--- config.mk ---
export PLATFORM = sky130hd
export DESIGN_NAME = word_packer
export DESIGN_NICKNAME = d
export VERILOG_FILES = /design/src/rtl/aes_pkg.sv /design/src/rtl/word_packer_obuf.sv /design/src/rtl/word_packer.sv
export SDC_FILE = /design/constraint.sdc
export NUM_CORES = 1
export LEC_CHECK = 0
export CELL_PAD_IN_SITES_DETAIL_PLACEMENT = 1
export CELL_PAD_IN_SITES_GLOBAL_PLACEMENT = 1
export CORE_ASPECT_RATIO = 0.8
export CORE_MARGIN = 4
export CORE_UTILIZATION = 43
export CTS_CLUSTER_SIZE = 28
export DETAILED_ROUTE_END_ITERATION = 16
export GPL_TIMING_DRIVEN = 0
export MAX_ROUTING_LAYER = met4
export PLACE_DENSITY_LB_ADDON = 0.12
export REMOVE_ABC_BUFFERS = 1
export SLEW_MARGIN = 20
export SYNTH_ARGS = -nofsm -noshare
export SYNTH_HDL_FRONTEND = slang
export SYNTH_HIERARCHICAL = 1
export SYNTH_SLANG_ARGS = --single-unit
export TNS_END_PERCENT = 50
--- constraint.sdc ---
create_clock -name clk -period 6.3 [get_ports clk]
set_input_delay 0.945 -clock clk [delete_from_list [all_inputs] [get_ports clk]]
set_output_delay 0.945 -clock clk [all_outputs]
set_load 0.01 [all_outputs]
--- src/rtl/aes_pkg.sv ---
// Shared AES datapath types and the default word/block geometry used by the
// word packer.
package aes_pkg;

  localparam int AES_WORD_W          = 32;
  localparam int AES_WORDS_PER_BLOCK = 4;

  typedef logic [31:0]  word_t;
  typedef logic [127:0] block_t;

  typedef enum logic {
    OBUF_EMPTY = 1'b0,
    OBUF_FULL  = 1'b1
  } obuf_state_e;

endpackage

--- src/rtl/word_packer_obuf.sv ---
// Output holding register for the word packer: one block plus its partial flag,
// handed to the consumer with a valid/ready handshake.
module word_packer_obuf
  import aes_pkg::*;
#(
  parameter int OUT_W = 128
) (
  input  logic             clk,
  input  logic             reset_n,
  input  logic             load,
  input  logic [OUT_W-1:0] load_data,
  input  logic             load_partial,
  input  logic             out_ready,
  output logic             can_load,
  output logic [OUT_W-1:0] out_data,
  output logic             out_valid,
  output logic             out_partial
);

  obuf_state_e      state_q, state_d;
  logic [OUT_W-1:0] data_q, data_d;
  logic             partial_q, partial_d;

  // A load may land on the same edge that the consumer takes the old block.
  assign can_load = (state_q == OBUF_EMPTY) || out_ready;

  always_comb begin
    state_d   = state_q;
    data_d    = data_q;
    partial_d = partial_q;
    if (load) begin
      state_d   = OBUF_FULL;
      data_d    = load_data;
      partial_d = load_partial;
    end else if ((state_q == OBUF_FULL) && out_ready) begin
      state_d = OBUF_EMPTY;
    end
  end

  always_ff @(posedge clk) begin
    if (!reset_n) begin
      state_q   <= OBUF_EMPTY;
      data_q    <= '0;
      partial_q <= 1'b0;
    end else begin
      state_q   <= state_d;
      data_q    <= data_d;
      partial_q <= partial_d;
    end
  end

  assign out_data    = data_q;
  assign out_valid   = (state_q == OBUF_FULL);
  assign out_partial = partial_q;

endmodule

--- src/rtl/word_packer.sv ---
// Packs RATIO words of IN_W bits into one OUT_W-bit block, with a zero-padded
// flush for partial blocks and a double buffer towards the consumer.
module word_packer
  import aes_pkg::*;
#(
  parameter int IN_W      = AES_WORD_W,
  parameter int RATIO     = AES_WORDS_PER_BLOCK,
  parameter bit MSB_FIRST = 1'b1,
  localparam int OUT_W    = IN_W * RATIO,
  localparam int CNT_W    = $clog2(RATIO + 1)
) (
  input  logic             clk,
  input  logic             reset_n,
  input  logic [IN_W-1:0]  in_data,
  input  logic             in_valid,
  output logic             in_ready,
  input  logic             flush,
  output logic [OUT_W-1:0] out_data,
  output logic             out_valid,
  input  logic             out_ready,
  output logic             out_partial,
  output logic [CNT_W-1:0] fill_cnt
);

  localparam logic [CNT_W-1:0] FULL_CNT = CNT_W'(RATIO);

  logic [OUT_W-1:0] acc_q, acc_d;
  logic [CNT_W-1:0] cnt_q, cnt_d;
  logic             flush_pend_q, flush_pend_d;

  logic             accept;
  logic [OUT_W-1:0] acc_w;
  logic [CNT_W-1:0] cnt_w;
  logic [OUT_W-1:0] padded;
  int unsigned      pad_sh;
  logic             full_now;
  logic             flush_req;
  logic             can_load;
  logic             xfer_full;
  logic             xfer_part;
  logic             load;
  logic [OUT_W-1:0] load_data;

  // Depends on registered state only, so no path from out_ready to in_ready.
  assign in_ready = (cnt_q < FULL_CNT) && !flush_pend_q;
  assign accept   = in_valid && in_ready;

  always_comb begin
    acc_w = acc_q;
    if (accept) begin
      if (MSB_FIRST) acc_w = {acc_q[OUT_W-IN_W-1:0], in_data};
      else           acc_w = {in_data, acc_q[OUT_W-1:IN_W]};
    end
    cnt_w = cnt_q + {{(CNT_W-1){1'b0}}, accept};

    // Align a partial block as though zero words filled the empty slots.
    pad_sh = (RATIO - int'(cnt_w)) * IN_W;
    if (MSB_FIRST) padded = acc_w << pad_sh;
    else           padded = acc_w >> pad_sh;

    full_now  = (cnt_w == FULL_CNT);
    flush_req = (flush || flush_pend_q) && (cnt_w != '0) && !full_now;
    xfer_full = full_now && can_load;
    xfer_part = flush_req && can_load;
    load      = xfer_full || xfer_part;
    load_data = xfer_full ? acc_w : padded;

    acc_d        = acc_w;
    cnt_d        = cnt_w;
    flush_pend_d = flush_req && !can_load;
    if (load) begin
      acc_d        = '0;
      cnt_d        = '0;
      flush_pend_d = 1'b0;
    end
  end

  always_ff @(posedge clk) begin
    if (!reset_n) begin
      acc_q        <= '0;
      cnt_q        <= '0;
      flush_pend_q <= 1'b0;
    end else begin
      acc_q        <= acc_d;
      cnt_q        <= cnt_d;
      flush_pend_q <= flush_pend_d;
    end
  end

  always_ff @(posedge clk) begin
    if (reset_n) begin
      assert (cnt_q <= FULL_CNT);
    end
  end

  word_packer_obuf #(
    .OUT_W(OUT_W)
  ) u_obuf (
    .clk         (clk),
    .reset_n     (reset_n),
    .load        (load),
    .load_data   (load_data),
    .load_partial(xfer_part),
    .out_ready   (out_ready),
    .can_load    (can_load),
    .out_data    (out_data),
    .out_valid   (out_valid),
    .out_partial (out_partial)
  );

  assign fill_cnt = cnt_q;

endmodule
; ---- After elaboration in Yosys (flattened, before gate mapping)
; Index checks and enable logic that the tools add are counted.
[totals]
regBits = 262
in_bits = 37
output_inout_bits = 134
wordCells = 34
[classes]
add_sub_neg = 2
n_lt_le_gt_ge = 1
n_eq_ne = 1
n_shift = 1
mux = 4
bitwise = 2
reduce_logical = 17
[ops]
columns = op, n
row1 = 2-to-1 mux 128 bit, 2
row2 = left shift 128 x 32 -> 128 bit, 1
row3 = logical AND 1 bit, 8
row4 = subtractor 3 x 3 -> 4 bit (first input constant), 1
row5 = adder 3 x 1 -> 3 bit, 1
row6 = == test 3 bit (second input constant), 1
row7 = logical NOT 1 bit, 3
row8 = logical OR 1 bit, 3
row9 = < comparator 3 bit (second input constant), 1
row10 = nonzero test 3 bit, 1
row11 = 2-to-1 mux 1 bit, 2
row12 = NOT 1 bit, 2
row13 = nonzero test 2 bit, 1
row14 = OR reduction 2 bit, 1

; ---- Longest topological paths before layout
; Gate-level depths: netlist of the first run.
[depth]
ltp_word = 10
depth_mapped = 19
mapped_depth_nobuf = 14

; ---- Modules after synthesis
; The synthesis of the first run kept the hierarchy.
[by_module_without_submodules]
columns = module, n_inst, cells_per_inst, area_each_um2, seq_area_each_um2
row1 = word_packer, 1, 826, 7213.2, 2642.5
row2 = word_packer_obuf, 1, 420, 5017.3, 2602.5

; ---- Worst setup path before layout of the first run
; OpenSTA, ideal clock, no wires.
[synth_timing]
path_kind = input to register
startpoint = input in_valid
endpoint = register u_obuf.data_q[86], in the netlist u_obuf/out_data[86]
setup_ns = 0.065
arrival_ns = 4.598
required_time_ns = 6.235
path_slack_ns = 1.637
path_stages = 18
n_path_buf = 6
cell_sequence = or3b_1 buf_6 inv_8 buf_12 buf_6 ha_1 buf_2 inv_2 buf_1 ha_1 ha_1 nand3b_1 or3_1 buf_2 o22a_1 o21ai_0 mux2i_1 nor2b_1
[synth_via]
word_cells_on_any_way = 14
cone_classes = 2 x add/sub / 1 x eq/ne / 1 x shift / 2 x mux / 8 x reduce/logical
[synth_rtl]
columns = element, line_no
row1 = start: declaration, word_packer.sv:15  ; input logic in_valid,
row2 = logical AND 1 bit (*), word_packer.sv:46  ; assign accept = in_valid && in_ready;
row3 = adder 3 x 1 -> 3 bit (*), word_packer.sv:54  ; cnt_w = cnt_q + {{(CNT_W-1){1'b0}}, accept};
row4 = net cnt_w[0], word_packer.sv:33  ; logic [CNT_W-1:0] cnt_w;
row5 = subtractor 3 x 3 -> 4 bit / == test 3 bit (equally long branches), "word_packer.sv:57, word_packer.sv:61"
row6 = left shift 128 x 32 -> 128 bit / logical AND 1 bit (equally long branches), "word_packer.sv:58, word_packer.sv:63"
row7 = 2-to-1 mux 128 bit (*), word_packer.sv:66  ; load_data = xfer_full ? acc_w : padded;
row8 = net load_data[86], word_packer.sv:42  ; logic [OUT_W-1:0] load_data;
row9 = end signal: assignment, word_packer_obuf.sv:47  ; data_q <= data_d;
row10 = end: declaration, word_packer_obuf.sv:21  ; logic [OUT_W-1:0] data_q, data_d;
; The timed path passes the listed nets; every way through them passes the cells marked *.
; A chain may end at the register's enable or synchronous reset.

; ---- Final worst setup path of the first run
; Same ends and word-level chain as after synthesis.

==> results.md, run 1 <==
- Synth area leader: sky130_fd_sc_hd__dfxtp_1
- Top cell types by occurrence after synthesis: 309 x sky130_fd_sc_hd__mux2i_1, 262 x sky130_fd_sc_hd__dfxtp_1, 202 x sky130_fd_sc_hd__nor2_1
- GR Overflow Total: 0
- CTS tree: done
- CTS hold repair buffers: 0
- Number of maximum-capacitance constraint violations: 0
- Power spent charging and discharging nets: 1.34 mW
- First-pass GRT wire length: 59700 um
- Leakage: 5.64 nW
- Number of buffers created by CTS: 29
- Synth unique cells: 44
- Unrepaired setup endpoints after global routing: false
- Dpl ws: -1.03 ns
- Gate Count Post-Synth: 1246
- Top cells by area in the synthesized netlist: sky130_fd_sc_hd__dfxtp_1 43%, sky130_fd_sc_hd__mux2i_1 25%, sky130_fd_sc_hd__nor2b_1 6.6%
- Worst vdd rail ir drop: 0.204 mV
- Proportion of synthesized chip area in sequential cells: 0.429
- Via density per instance: 5.63
- Overall power consumption: 4.49 mW
- Part of the power in the clock network: 0.388
- GP Congestion: 0.740
- Post-detailed-placement half-perimeter wirelength: 23100 um
- Largest net degree at the start of global routing: 91
- Clock transition at the registers of the reported paths: 0.06 ns
- Tightest Pin Transition: 0.883 ns
- Effective utilization at floorplan: 0.443
- Fillers: 3020
- Layout Skew: 0.00783 ns
- Pre-antenna DRT Iters: 8
- Max H-tree Level: 1
- Power share of the combinational group: 0.224
- FF/Latch Area: 5250 sq um
- Total Die Area: 31200 sq um
- Area occupied by multi-input gates: 6320 sq um
- FFs w/ async S/R, synth: 0
- Via count of the routed design: 9907
- Worst rel slew slack: 0.405
- Library cell with the highest instance count after synthesis: sky130_fd_sc_hd__mux2i_1
- Count of boundary I/O pins: 171
- Clock latency at the later pin of the worst-skew pair: 0.54 ns
- Count of endpoints failing hold in the final timing report: 0
- Fin crit share: 0.969
- Main flop type after synthesis: sky130_fd_sc_hd__dfxtp_1
- Iter 0 DRT Violations: 545
- Cell Area, Synth: 12200 sq um
- Overall Global Routing Usage: 0.239
- Critical Path Source Type: input pin
- Yosys reg bits: 262
- Sink count of the clock tree: 262
- Buffer depth of the longest clock path: 3
- Data required time at the worst endpoint: 6.77 ns
- Post-synth top area share: 0.429
- Clock Tree Root: sky130_fd_sc_hd__clkbuf_16
- Die Height: 159 um
- Total power divided by cell area: 295 nW/um^2
- Post-Route WL: 37400 um
- Syn. warnings: 6
- Area of the core: 27600 sq um
- Pint: 3.15 mW
- # DRC: 0
- DIE WIDTH: 197 um
- Worst Hold Class: register to register
- Layout overhead on the synthesized area: 24.5%
- Worst Setup Path Type: input pin to register
- Sequential Power Share: 0.388
- Via count of the first global-routing pass: 10529
- Post-layout minimum cycle time: 6.10 ns
- TNS Setup: 0 ns
- Post-synth EDFFs: 0
- Final hold slack: 0.512 ns
- Fraction of power spent switching nets: 0.298
- Arrival time at the worst endpoint: 6.57 ns
- Largest driver fanout on the critical path: 90
- Final setup violation count: 0
- Maximum clock rate: 164 MHz
- Cell row count: 54
- Run status: complete, no violations
- Final ANT Viol Nets: 0
- Fraction of final layout cells with drive strength greater than 1: 0.0667
- Nature of the critical path endpoint: register
- Routed length per placed instance: 21.3 um
- Nets: 1418
- PnR worst setup slack: 0.197 ns
- Final slew viol count: 0
- Number of buffers added on ports: 170
- Synth Area per Inst: 9.82 sq um
- Antenna violations before repair: 1
- Final core utilization: 0.551
per-layer routing:
| metal | vias up | share of wire | track usage |
|---|---|---|---|
| met5 | - | 0 | - |
| met4 | 0 | 0.021 | 0.0451 |
| met3 | 52 | 0.055 | 0.0415 |
| met2 | 240 | 0.46 | 0.386 |
| met1 | 4944 | 0.47 | 0.320 |
| li1 | 4671 | - | - |
critical path: stages:
cell                              delay [ns]
sky130_fd_sc_hd__clkdlybuf4s50_1        0.43
sky130_fd_sc_hd__or3b_4                 0.58
sky130_fd_sc_hd__clkinv_16              0.44
sky130_fd_sc_hd__ha_4                   0.54
sky130_fd_sc_hd__inv_4                  0.30
sky130_fd_sc_hd__ha_1                   0.33
sky130_fd_sc_hd__ha_1                   0.27
sky130_fd_sc_hd__nand2_4                0.26
sky130_fd_sc_hd__buf_12                 0.28
sky130_fd_sc_hd__nand3b_1               0.27
sky130_fd_sc_hd__buf_6                  0.25
sky130_fd_sc_hd__or3_2                  0.69
sky130_fd_sc_hd__buf_12                 0.27
sky130_fd_sc_hd__o22a_1                 0.23
sky130_fd_sc_hd__o21ai_0                0.11
sky130_fd_sc_hd__mux2i_1                0.13
sky130_fd_sc_hd__nor2b_1                0.17
placed cells by master, fill, tap and decap left out, types with 2 or more instances in the layout:
cell	count
sky130_fd_sc_hd__mux2i_1	309
sky130_fd_sc_hd__nor4_1	2
sky130_fd_sc_hd__a21oi_1	34
sky130_fd_sc_hd__clkdlybuf4s50_1	169
sky130_fd_sc_hd__dfxtp_1	262
sky130_fd_sc_hd__ha_1	4
sky130_fd_sc_hd__buf_4	5
sky130_fd_sc_hd__o221ai_1	25
sky130_fd_sc_hd__buf_8	6
sky130_fd_sc_hd__o21ai_0	8
sky130_fd_sc_hd__bufinv_16	3
sky130_fd_sc_hd__nor3_1	4
sky130_fd_sc_hd__clkbuf_8	8
sky130_fd_sc_hd__clkinv_2	4
sky130_fd_sc_hd__nor2_1	200
sky130_fd_sc_hd__buf_16	4
sky130_fd_sc_hd__nor2_4	2
sky130_fd_sc_hd__nand2b_1	2
sky130_fd_sc_hd__o22a_1	8
sky130_fd_sc_hd__a222oi_1	33
sky130_fd_sc_hd__or3_1	2
sky130_fd_sc_hd__buf_12	8
sky130_fd_sc_hd__inv_1	3
sky130_fd_sc_hd__nand2_1	26
sky130_fd_sc_hd__nand3b_1	2
sky130_fd_sc_hd__buf_6	7
sky130_fd_sc_hd__nor2b_1	129
sky130_fd_sc_hd__and2_1	2
sky130_fd_sc_hd__nand2_4	3
sky130_fd_sc_hd__clkbuf_16	29
sky130_fd_sc_hd__o21ai_1	33
sky130_fd_sc_hd__o22ai_1	32
sky130_fd_sc_hd__clkbuf_1	3
cells by family (layout without fill, tap and decap cells):
family	Yosys count	count (layout)	share of synthesized area
other	0	1	0
flip-flops	262	262	0.429
XOR/XNOR	2	2	0.00143
buffers and inverters	107	255	0.0599
adder cells (fa/ha/maj)	5	5	0.00512
AND/OR/NAND/NOR	381	381	0.149
multiplexers	309	309	0.253
AO/OA/AOI/OAI	180	180	0.103
final timing paths:
| kind | startpoint | slack, ns | to | cells after the start |
|---|---|---|---|---|
| worst min register to register | u_obuf/out_data[108] | 0.51 | u_obuf/out_data[108] | 2 |
| worst max register to register | fill_cnt[2] | 0.51 | u_obuf/out_data[86] | 16 |
| worst min-delay path | u_obuf/out_data[108] | 0.51 | u_obuf/out_data[108] | 2 |
| worst max-delay path | in_valid | 0.20 | u_obuf/out_data[86] | 17 |
registers in the layout, indices dropped and copies added (netlist names):
signal	flops
acc_q	128
flush_pend_q	1
u_obuf/out_partial	1
u_obuf/out_valid	1
u_obuf/out_data	128
fill_cnt	3
power by group through the flow:
stage | Sequential, mW | Clock [mW] | Combinational (mW)
finish | 1.74 | 1.74 | 1.00
floorplan | 1.78 | 0 | 0.579
global route | 1.75 | 1.85 | 1.06
CTS | 1.74 | 1.78 | 0.993
detailed placement | 1.78 | 0 | 0.981
global placement | 1.78 | 0 | 0.965
cell type report:
cell class	count	share of cell area
multi-input cells	877	0.415
flip-flops and latches	262	0.344
repair buffers	199	0.142
clock buffers	40	0.0556
well taps	364	0.0299
clock inverters	9	0.00830
inverters	7	0.00411
diodes	1	0.000164
stage by stage:
step | std cells | cell area (sq um)
after floorplan | 1146 | 11500
after global placement | 1680 | 13700
after detailed placement | 1703 | 14200
after CTS | 1753 | 15200
after global routing | 1759 | 15200
final | 1759 | 15200
timing repair:
action                                  4_1_cts  5_1_grt
endpoints found under the hold margin         0        0
setup buffers                                 1        5
gates resized for setup                       1        2
endpoints found under the setup margin       43       10
cloned                                        0        0
pin swaps                                     1        1
Note: power is estimated with default switching activity, not from simulation.
==> run 2: changes to the inputs <==
--- a/config.mk
+++ b/config.mk
@@ -5,14 +5,16 @@
 export SDC_FILE = /design/constraint.sdc
 export NUM_CORES = 1
 export LEC_CHECK = 0
+export CAP_MARGIN = 15
 export CELL_PAD_IN_SITES_DETAIL_PLACEMENT = 1
 export CELL_PAD_IN_SITES_GLOBAL_PLACEMENT = 1
 export CORE_ASPECT_RATIO = 0.8
-export CORE_MARGIN = 4
+export CORE_MARGIN = 5
 export CORE_UTILIZATION = 43
 export CTS_CLUSTER_SIZE = 28
 export DETAILED_ROUTE_END_ITERATION = 16
 export GPL_TIMING_DRIVEN = 0
+export HOLD_SLACK_MARGIN = 0.05
 export MAX_ROUTING_LAYER = met4
 export PLACE_DENSITY_LB_ADDON = 0.12
 export REMOVE_ABC_BUFFERS = 1
==> results.md, run 2 (synthesized netlist as in run 1, its figures left out) <==
- Cell row count: 55 (+1.9%)
- # DRC: 0 (unchanged)
- Final core utilization: 0.540 (-0.0115)
- Clock transition at the registers of the reported paths: 0.06 ns (about the same)
- Total power divided by cell area: 287 nW/um^2 (-2.6%)
- Number of buffers created by CTS: 28 (-3.4%)
- Part of the power in the clock network: 0.366 (-0.022)
- Kind of cell adding the most delay to the critical path: buffers and inverters
- Unrepaired setup endpoints after global routing: false
- Routed length per placed instance: 21.9 um (+3.1%)
- Via count of the routed design: 9906 (-0.010%)
- Final setup violation count: 0 (unchanged)
- Nets: 1417 (-0.071%)
- Iter 0 DRT Violations: 664 (+22%)
- Die Height: 161 um (+1.3%)
- Fillers: 3112 (+3.0%)
- Run status: complete, no violations
- TNS Setup: 0 ns (unchanged)
- First-pass GRT wire length: 60100 um (+0.63%)
- Maximum single-stage delay on the critical path: 0.69 ns (about the same)
- Reg2reg end: u_obuf/out_data[77]
- Number of buffers added on ports: 170 (unchanged)
- DIE WIDTH: 199 um (+1.0%)
- Post-route cell area: 15200 sq um (-0.28%)
- Arrival time at the worst endpoint: 6.56 ns (about the same)
- Fraction of final layout cells with drive strength greater than 1: 0.0632 (-0.00354)
- Antenna violations before repair: 3 (+2)
- Nature of the critical path endpoint: register
- Pint: 3.02 mW (-4.3%)
- Total Die Area: 31900 sq um (+2.3%)
- Leading cell types in the layout, fill and taps excluded: 309 x sky130_fd_sc_hd__mux2i_1, 262 x sky130_fd_sc_hd__dfxtp_1, 200 x sky130_fd_sc_hd__nor2_1, 169 x sky130_fd_sc_hd__clkdlybuf4s50_1, 129 x sky130_fd_sc_hd__nor2b_1
- Final ANT Viol Nets: 0 (unchanged)
- Final slew viol count: 0 (unchanged)
- Slowest cell on crit path: sky130_fd_sc_hd__or3_2
- R2R Path Start: fill_cnt[2]
- Register-to-Register Setup Slack: 0.62 ns (+0.11 ns)
- Area of the core: 28100 sq um (+1.9%)
- Via count of the first global-routing pass: 10265 (-2.5%)
- Post-detailed-placement half-perimeter wirelength: 24000 um (+3.8%)
- Count of endpoints failing hold in the final timing report: 0 (unchanged)
- Buffers & Inverters on Critical Path: 7 (+1)
- Clock latency at the later pin of the worst-skew pair: 0.55 ns (about the same)
- Critical Path Source Type: input pin
- Via density per instance: 5.61 (-0.35%)
- Clock Tree Root: sky130_fd_sc_hd__clkbuf_16
- Layout Skew: 0.0136 ns (+0.00574 ns)
- Critical-path cell list: clkdlybuf4s50_1, or3b_4, inv_16, ha_4, inv_4, ha_1, ha_1, nand2_4, buf_16, buf_12, nand3b_1, buf_8, or3_2, buf_12, o221ai_1, mux2i_1, nor2b_1
- Worst Hold Class: register to register
- Pre-antenna DRT Iters: 8 (unchanged)
- Worst Setup Path Type: input pin to register
- Sequential Power Share: 0.400 (+0.012)
- Data required time at the worst endpoint: 6.78 ns (about the same)
- Instance count on the critical path: 17 (unchanged)
- Largest driver fanout on the critical path: 50 (-44%)
- Worst reg-to-reg path cell count: 16 (unchanged)
- Buffer depth of the longest clock path: 3 (unchanged)
- Tightest Pin Transition: 0.963 ns (+0.0800 ns)
- Worst rel slew slack: 0.356 (-0.0492)
- GP Congestion: 0.751 (+1.5%)
- CTS tree: done
- Sink count of the clock tree: 262 (unchanged)
- GR Overflow Total: 0 (unchanged)
- Effective utilization at floorplan: 0.435 (-0.00805)
- Post-layout minimum cycle time: 6.08 ns (-0.0217 ns)
- Post-Route WL: 38700 um (+3.4%)
- Maximum clock rate: 164 MHz (+0.36%)
- Total placed instance area: 14300 sq um (+0.52%)
- Fraction of power spent switching nets: 0.308 (+0.00969)
- Layout overhead on the synthesized area: 24.2%
- Origin of the worst setup path: in_valid
- Power share of the combinational group: 0.234 (+0.010)
- Fin crit share: 0.965 (-0.00345)
- End point of the critical path: u_obuf/out_data[77]
- Leakage: 5.61 nW (-0.52%)
- CTS hold repair buffers: 0 (unchanged)
- Worst vdd rail ir drop: 0.189 mV (-7.4%)
- Count of boundary I/O pins: 171 (unchanged)
- Max H-tree Level: 1 (unchanged)
- Number of maximum-capacitance constraint violations: 0 (unchanged)
- Largest net degree at the start of global routing: 69 (-24%)
- Power spent charging and discharging nets: 1.34 mW (+0.24%)
- Overall Global Routing Usage: 0.242 (+0.00243)
- Most common cell after layout, fill and taps aside: sky130_fd_sc_hd__mux2i_1
==> run 2: cell count changes in the layout (fill, tap and decap cells not counted), sizes merged <==
cell,delta
clkinvlp,-1
inv,+1
clkbuf,+3
buf,-2
bufinv,-3
or3b,+1
diode,+1
==> run 2: layout make-up <==
type,instances,area (sq um),area share
clock buffer,43,837,0.0551
antenna,2,5.00,0.000330
multi-input combinational,878,6330,0.417
timing repair buffer,197,2200,0.145
timing repair inverter,1,8.76,0.000577
sequential,262,5250,0.345
tap,370,463,0.0305
inverter,7,52.6,0.00346
clock inverter,5,40.0,0.00264
==> run 2: how the worst min path moves through the flow <==
stage | from | endpoint | depth (start not counted)
6_report | u_obuf/out_data[5] | u_obuf/out_data[5] | 2
5_1_grt | u_obuf/out_data[10] | u_obuf/out_data[10] | 2
4_1_cts | u_obuf/out_data[112] | u_obuf/out_data[112] | 2
3_5_place_dp | u_obuf/out_data[112] | u_obuf/out_data[112] | 2
3_3_place_gp | u_obuf/out_data[23] | u_obuf/out_data[23] | 2
2_1_floorplan | acc_q[100] | acc_q[100] | 2
==> run 2: through the flow <==
stage                     total power [mW]  setup WS [ns]  hold WS (ns)  cells
after floorplan                       2.36          -4.68         0.495   1146
after global placement                2.75         -13.65         0.495   1686
after detailed placement              2.79          -1.40         0.504   1711
after CTS                             4.40          0.244         0.523   1763
after global routing                  4.53         0.0486         0.542   1765
final                                 4.36          0.219         0.518   1765
==> run 2: timing repair <==
item / in CTS / in global routing
setup buffers: 2 / 0
endpoints found under the setup margin: 81 / 0
resized for setup: 2 / 0
==> run 2: worst min-delay path, cell delays in order (launching register included) <==
cell and delay, ns:
sky130_fd_sc_hd__dfxtp_1 0.32, sky130_fd_sc_hd__mux2i_1 0.06, sky130_fd_sc_hd__nor2b_1 0.09
==> run 2: per-layer routing <==
metal  track usage  up-vias  share of wire  wire, um
met5             -        -              0         0
met2         0.377      254           0.46     17600
li1              -     4665              -         -
met3        0.0346       46          0.049      1910
met4        0.0435        0          0.016       628
met1         0.340     4941           0.48     18600
==> run 2: power groups by stage <==
| stage | clock (mW) | combinational (mW) | sequential, mW |
|---|---|---|---|
| floorplan | 0 | 0.579 | 1.78 |
| global placement | 0 | 0.969 | 1.78 |
| detailed placement | 0 | 1.01 | 1.78 |
| CTS | 1.64 | 1.02 | 1.74 |
| global route | 1.71 | 1.08 | 1.75 |
| finish | 1.59 | 1.02 | 1.74 |
